===== src/rtl/larger_sweep_pkg.sv =====
// -----------------------------------------------------------------------------
// larger_sweep_pkg
// Shared definitions for the exhaustive truth-table sweep controller.
//   sweep_state_t : controller state encoding (IDLE, SETTLE, SAMPLE, DONE)
//   NUM_VECTORS   : number of input vectors of the 3-input netlist
//   TRUTH_W       : width of the packed {P,Q} truth table
//   LARGER_GOLDEN : reference table for P = A&B&C, Q = C&~B
//   truth_pair()  : extracts the {P,Q} pair belonging to one vector
// -----------------------------------------------------------------------------
package larger_sweep_pkg;

   localparam int NUM_VECTORS = 8;
   localparam int TRUTH_W     = 16;
   localparam int VEC_W       = 3;
   localparam int CNT_W       = 4;

   localparam logic [TRUTH_W-1:0] LARGER_GOLDEN = 16'h8404;

   typedef enum logic [1:0] {
      ST_IDLE   = 2'd0,
      ST_SETTLE = 2'd1,
      ST_SAMPLE = 2'd2,
      ST_DONE   = 2'd3
   } sweep_state_t;

   // Vector i occupies bits [2i+1:2i] as {P,Q}.
   function automatic logic [1:0] truth_pair(input logic [TRUTH_W-1:0] table_in,
                                             input logic [VEC_W-1:0]   idx);
      return table_in[{idx, 1'b0} +: 2];
   endfunction

endpackage


===== src/rtl/sweep_settle_timer.sv =====
// -----------------------------------------------------------------------------
// sweep_settle_timer
// Down-counter that measures how long each input vector is held.
//   i_clk    : clock
//   i_rst    : asynchronous active-high reset
//   i_load   : reload the count with SETTLE_CYCLES
//   i_tick   : decrement the count by one (saturates at 0)
//   o_expire : high while the count equals 1, i.e. the last settle cycle
// -----------------------------------------------------------------------------
module sweep_settle_timer
   import larger_sweep_pkg::*;
#(
   parameter int SETTLE_CYCLES = 2
) (
   input  logic i_clk,
   input  logic i_rst,
   input  logic i_load,
   input  logic i_tick,
   output logic o_expire
);

   localparam logic [CNT_W-1:0] LOAD_VAL = CNT_W'(SETTLE_CYCLES);

   logic [CNT_W-1:0] r_count;

   always_ff @(posedge i_clk or posedge i_rst) begin
      if (i_rst) begin
         r_count <= '0;
      end else if (i_load) begin
         r_count <= LOAD_VAL;
      end else if (i_tick && (r_count != '0)) begin
         r_count <= r_count - 1'b1;
      end
   end

   // Expiring on 1 rather than 0 makes SETTLE last exactly SETTLE_CYCLES cycles.
   assign o_expire = (r_count == CNT_W'(1));

endmodule


===== src/rtl/larger_sweep_ctrl.sv =====
// -----------------------------------------------------------------------------
// larger_sweep_ctrl
// Drives all 8 input vectors into an external 3-input/2-output netlist, lets
// each settle, captures {P,Q} into a truth table and compares it with a golden
// table captured at start.
//   clk, rst            : clock, asynchronous active-high reset
//   start, abort        : begin a sweep (IDLE only) / cancel a running sweep
//   golden[15:0]        : expected table, captured on an accepted start
//   drv_a/b/c           : netlist inputs, {A,B,C} = vec_idx
//   obs_p, obs_q        : netlist outputs
//   busy, done          : sweep in progress / one-cycle completion pulse
//   pass                : captured truth equals captured golden
//   truth[15:0]         : captured table, {P,Q} of vector i at [2i+1:2i]
//   vec_idx[2:0]        : vector being driven
//   fail_idx[2:0]       : first mismatching vector (0 when none)
// -----------------------------------------------------------------------------
module larger_sweep_ctrl
   import larger_sweep_pkg::*;
#(
   parameter int SETTLE_CYCLES = 2
) (
   input  logic               clk,
   input  logic               rst,
   input  logic               start,
   input  logic               abort,
   input  logic [TRUTH_W-1:0] golden,
   output logic               drv_a,
   output logic               drv_b,
   output logic               drv_c,
   input  logic               obs_p,
   input  logic               obs_q,
   output logic               busy,
   output logic               done,
   output logic               pass,
   output logic [TRUTH_W-1:0] truth,
   output logic [VEC_W-1:0]   vec_idx,
   output logic [VEC_W-1:0]   fail_idx
);

   localparam logic [VEC_W-1:0] LAST_VEC = VEC_W'(NUM_VECTORS - 1);

   sweep_state_t       r_state;
   logic [TRUTH_W-1:0] r_golden;
   logic [TRUTH_W-1:0] r_truth;
   logic [VEC_W-1:0]   r_vec_idx;
   logic [VEC_W-1:0]   r_fail_idx;
   logic               r_fail_flag;
   logic               r_pass;

   logic               w_accept;
   logic               w_load;
   logic               w_tick;
   logic               w_expire;
   logic               w_mismatch;
   logic [TRUTH_W-1:0] w_truth_next;

   assign w_accept   = (r_state == ST_IDLE) && start;
   // Reload on start and on every non-final sample, so drive and count move together.
   assign w_load     = w_accept ||
                       ((r_state == ST_SAMPLE) && !abort && (r_vec_idx != LAST_VEC));
   assign w_tick     = (r_state == ST_SETTLE);
   assign w_mismatch = ({obs_p, obs_q} != truth_pair(r_golden, r_vec_idx));

   always_comb begin
      w_truth_next = r_truth;
      w_truth_next[{r_vec_idx, 1'b0} +: 2] = {obs_p, obs_q};
   end

   sweep_settle_timer #(
      .SETTLE_CYCLES (SETTLE_CYCLES)
   ) u_timer (
      .i_clk    (clk),
      .i_rst    (rst),
      .i_load   (w_load),
      .i_tick   (w_tick),
      .o_expire (w_expire)
   );

   always_ff @(posedge clk or posedge rst) begin
      if (rst) begin
         r_state     <= ST_IDLE;
         r_golden    <= '0;
         r_truth     <= '0;
         r_vec_idx   <= '0;
         r_fail_idx  <= '0;
         r_fail_flag <= 1'b0;
         r_pass      <= 1'b0;
      end else begin
         case (r_state)
            ST_IDLE: begin
               if (start) begin
                  r_golden    <= golden;
                  r_truth     <= '0;
                  r_vec_idx   <= '0;
                  r_fail_idx  <= '0;
                  r_fail_flag <= 1'b0;
                  r_pass      <= 1'b0;
                  r_state     <= ST_SETTLE;
               end
            end
            ST_SETTLE: begin
               if (abort) begin
                  r_pass  <= 1'b0;
                  r_state <= ST_IDLE;
               end else if (w_expire) begin
                  r_state <= ST_SAMPLE;
               end
            end
            ST_SAMPLE: begin
               if (abort) begin
                  r_pass  <= 1'b0;
                  r_state <= ST_IDLE;
               end else begin
                  r_truth <= w_truth_next;
                  if (w_mismatch && !r_fail_flag) begin
                     r_fail_flag <= 1'b1;
                     r_fail_idx  <= r_vec_idx;
                  end
                  if (r_vec_idx == LAST_VEC) begin
                     // Resolve the verdict one cycle early so pass is valid alongside done.
                     r_pass  <= (w_truth_next == r_golden);
                     r_state <= ST_DONE;
                  end else begin
                     r_vec_idx <= r_vec_idx + 1'b1;
                     r_state   <= ST_SETTLE;
                  end
               end
            end
            ST_DONE: begin
               r_pass  <= (r_truth == r_golden);
               r_state <= ST_IDLE;
            end
            default: r_state <= ST_IDLE;
         endcase
      end
   end

   assign busy     = (r_state != ST_IDLE);
   assign done     = (r_state == ST_DONE);
   assign pass     = r_pass;
   assign truth    = r_truth;
   assign vec_idx  = r_vec_idx;
   assign fail_idx = r_fail_idx;
   assign drv_a    = r_vec_idx[2];
   assign drv_b    = r_vec_idx[1];
   assign drv_c    = r_vec_idx[0];

endmodule


===== config.mk =====
export PLATFORM = sky130hd
export DESIGN_NAME = larger_sweep_ctrl
export DESIGN_NICKNAME = d
export VERILOG_FILES = /design/src/rtl/larger_sweep_pkg.sv /design/src/rtl/sweep_settle_timer.sv /design/src/rtl/larger_sweep_ctrl.sv
export SDC_FILE = /design/constraint.sdc
export NUM_CORES = 1
export LEC_CHECK = 0
export CAP_MARGIN = 30
export CORE_MARGIN = 1.5
export CORE_UTILIZATION = 48
export CTS_CLUSTER_SIZE = 28
export DETAILED_ROUTE_END_ITERATION = 12
export PLACE_DENSITY = 0.76
export REMOVE_ABC_BUFFERS = 1
export SKIP_LAST_GASP = 1
export SLEW_MARGIN = 20
export SYNTH_ARGS = -nofsm -noshare
export SYNTH_HDL_FRONTEND = slang
export SYNTH_SLANG_ARGS = --single-unit

===== constraint.sdc =====
create_clock -name clk -period 2.5 [get_ports clk]
set_input_delay 0.5 -clock clk [delete_from_list [all_inputs] [get_ports clk]]
set_output_delay 0.5 -clock clk [all_outputs]
set_load 0.1 [all_outputs]

==> results.md <==
* First-iteration detailed-routing DRC count at 186
* Final min period at 2.39 ns
* CP peak stage delay at 0.54 ns
* Worst rel slew slack at 0.565
* Vias at 2688
* Die W at between 80 and 90 um
* Crit path required time at 2.75 ns
* Drt drc at 0
* Async S/R FF share, synth at 1.00
* Largest net degree at the start of global routing at 20
* Placed cell count at 463
* Largest delay contributor family on the critical path: simple AND/OR/NAND/NOR gates
* Avg WL per Cell at 17.6 um
* Initial Utilization at 0.495
* DP Area at 3630 um2
* Crit Path Category: reg -> reg
* EDFF count, synth at 0
* Unique cell type count in the Yosys netlist at 52
* Total Wirelength at between 8 and 9 mm
* Diode count at 0
* Crit path max-delay cell type: or4_4
* Least-Margin Pin Slew at between 0.6 and 0.7 ns
* Clock slew at reported path FFs at approximately 0.090 ns
* Clock root buffer: clkbuf_8
* Cts hold-fix bufs at 0
* Met1 wire length at 3.89 mm
* Total GRT Usage at 0.269
* Most frequent cells in the layout: buf_4, nand2_1, dfrtp_1
* Most common cell after layout, fill and taps aside: buf_4
* Yosys synthesis warning count at 0
* # Max-Cap Violations at 0
* Final Hold Fails at 0
* Worst-skew pair later-pin latency at 0.30 ns
* Clock Skew at 0.00354 ns
* Vias in the first global route at around 2600
* DPL Wire Length at 6.39 mm
* Share of layout cells above drive strength 1 at 0.224
* Post-Synthesis Cells at about 320
* Syn_area_per_cell at roughly 9.1 um2
* Antenna violations before repair at 0
* Die Ht at ~80 um
* Crit path max fanout at 7
* # H-tree levels at 2
* Setup crit start kind: flop
* CTS buffer count at 5
* Drt first pass iters at 4
* GP Congestion at ~0.97
* Seq/Total Area, Yosys at 0.395
* Final net count at 425
* Fin. max-slew vios at 0
* Peak supply drop at 651 uV
* Via density at 5.69
* R2r worst-path depth at 10
* Status: complete, no violations
* # IOs at 50
* CTS Sinks at 46
* Fmax at 0.418 GHz
* Cell area after layout at 3800 um2
* Worst Setup End Kind: flop
* IO buf count at 49
* Fin crit share at 0.956
* Crit path buffers/inverters at 2
* Final setup viols at 0
* Register bit total from synthesis at 46
* Cell Area, Synth at 2910 um2
* Share of the synthesized area in the top cell type at 0.395
* Worst Hold Class: in -> async
* WP data arrival at 2.64 ns
* Core area at 5890 um2
* CTS Buffer Depth at 2
* GR Overflow Total at 0
* Synth Flop Type: dfrtp_1
* P_leak at about 0.0017 uW
* Hold WS at slightly above 0.5 ns
* Die area at between 6000 and 7000 um2
* TritonCTS clock tree: yes
* First-pass GRT wire length at 13.2 mm
* Area contributors post-synth: dfrtp_1, nand2_1, mux2i_1
* Met3 WL post-DR at 429 um
* Final ANT Viol Nets at 0
* P per Cell Area at 738 nW/um2
* Area Growth Syn to Fin at 30.4%
* Fin util at 0.645
* Placement Rows at 28
* Post-synth top area cell: dfrtp_1
* DR WL met2 at approximately 3.8 mm
* Post-Layout Cell Count at 472
* Crit-path cells: inv_1 -> ha_2 -> buf_4 -> ha_4 -> nor2_1 -> and3_2 -> mux2i_1 -> or4_4 -> nor4_2 -> a31o_2
* Critical path depth at 10
* Uppermost layer routed: met4
## sequential cells by signal, indices dropped and copies added, names as in the netlist
| register | flops |
|---|---|
| fail_idx | 3 |
| pass | 1 |
| r_fail_flag | 1 |
| r_golden | 16 |
| r_state | 2 |
| truth | 16 |
| u_timer.r_count | 4 |
| vec_idx | 3 |
## cells in the mapped netlist (2+ instances only)
cell type,instances
a22o_1,16
mux2i_1,17
nand4_1,3
nor2_1,22
inv_1,14
buf_4,3
a21oi_1,9
buf_2,3
nor4_1,4
ha_1,7
xnor2_1,8
and4bb_2,2
clkbuf_1,10
nand2_1,60
and2_1,5
nor2b_1,5
o21ai_0,18
a22oi_1,3
nand3_1,3
o221ai_1,5
nor3_1,4
nand2b_1,7
a32o_1,3
o22ai_1,3
nor3b_1,2
and4b_1,3
dfrtp_1,46
mux4_2,2
a2111oi_0,2
xor2_1,10
## through the flow
step           TNS [ns]  setup slack [ns]  total power (uW)
2_1_floorplan    -24.02             -1.75              1840
3_3_place_gp     -0.153            -0.153              2250
3_5_place_dp     -0.143            -0.143              2270
4_1_cts               0           0.00712              2770
5_1_grt         -0.0151           -0.0151              2990
6_report              0             0.110              2800
## power by group
part / switching (uW) / internal (uW) / total, uW / leakage (uW)
clock network: 258 / 224 / 482 / 0.0000482
registers: 222 / 893 / 1110 / 0.000608
logic: 687 / 519 / 1210 / 0.00108
total: 1170 / 1640 / 2800 / 0.00174
## layout make-up
| class | instances | area, um2 |
|---|---|---|
| fillers | 501 | 2090 |
| multi-input cells | 244 | 1690 |
| flip-flops and latches | 46 | 1150 |
| repair buffers | 85 | 716 |
| well taps | 75 | 93.8 |
| clock buffers | 7 | 86.3 |
| inverters | 14 | 52.6 |
| clock inverters | 1 | 5.00 |
## cell families after synthesis
logic type | count (synthesis) | share of synthesized area
AOI/OAI and AO/OA | 71 | 0.174
xor gates and xnor gates | 18 | 0.0541
muxes | 19 | 0.0739
and+or+nand+nor | 129 | 0.225
DFF | 46 | 0.395
adders and majority gates | 7 | 0.0301
buffers and inverters | 31 | 0.0477
## final timing paths
check	from	end	slack, ns
max reg2reg	vec_idx[0]$_DFFE_PP0P_	pass$_DFFE_PP0P_	0.11
min	rst	u_timer.r_count[2]$_DFFE_PP0P_	0.51
min in group clk	fail_idx[1]$_DFFE_PP0P_	fail_idx[1]$_DFFE_PP0P_	0.53
max	vec_idx[0]$_DFFE_PP0P_	pass$_DFFE_PP0P_	0.11
max in group asynchronous	rst	r_golden[14]$_DFFE_PP0P_	1.42
min reg2reg	fail_idx[1]$_DFFE_PP0P_	fail_idx[1]$_DFFE_PP0P_	0.53
## what timing repair did
action,in CTS,in global routing
pin swaps,0,6
setup endpoints to repair,1,1
setup buffers,0,1
gates resized for setup,6,8
hold endpoints to repair,0,0
## layer usage
layer  vias up  GRT usage
met5         -          0
met4         0     0.0931
met3        17     0.0427
met2        92      0.425
met1      1286      0.372
li1       1293          -
## worst register-to-register path, cell delays in order, from the launching register on
cell	delay, ns
dfrtp_1	0.38
inv_1	0.09
ha_2	0.21
buf_4	0.12
ha_4	0.17
nor2_1	0.06
and3_2	0.24
mux2i_1	0.12
or4_4	0.54
nor4_2	0.20
a31o_2	0.20
No activity file was read; power rests on OpenSTA's default activity.
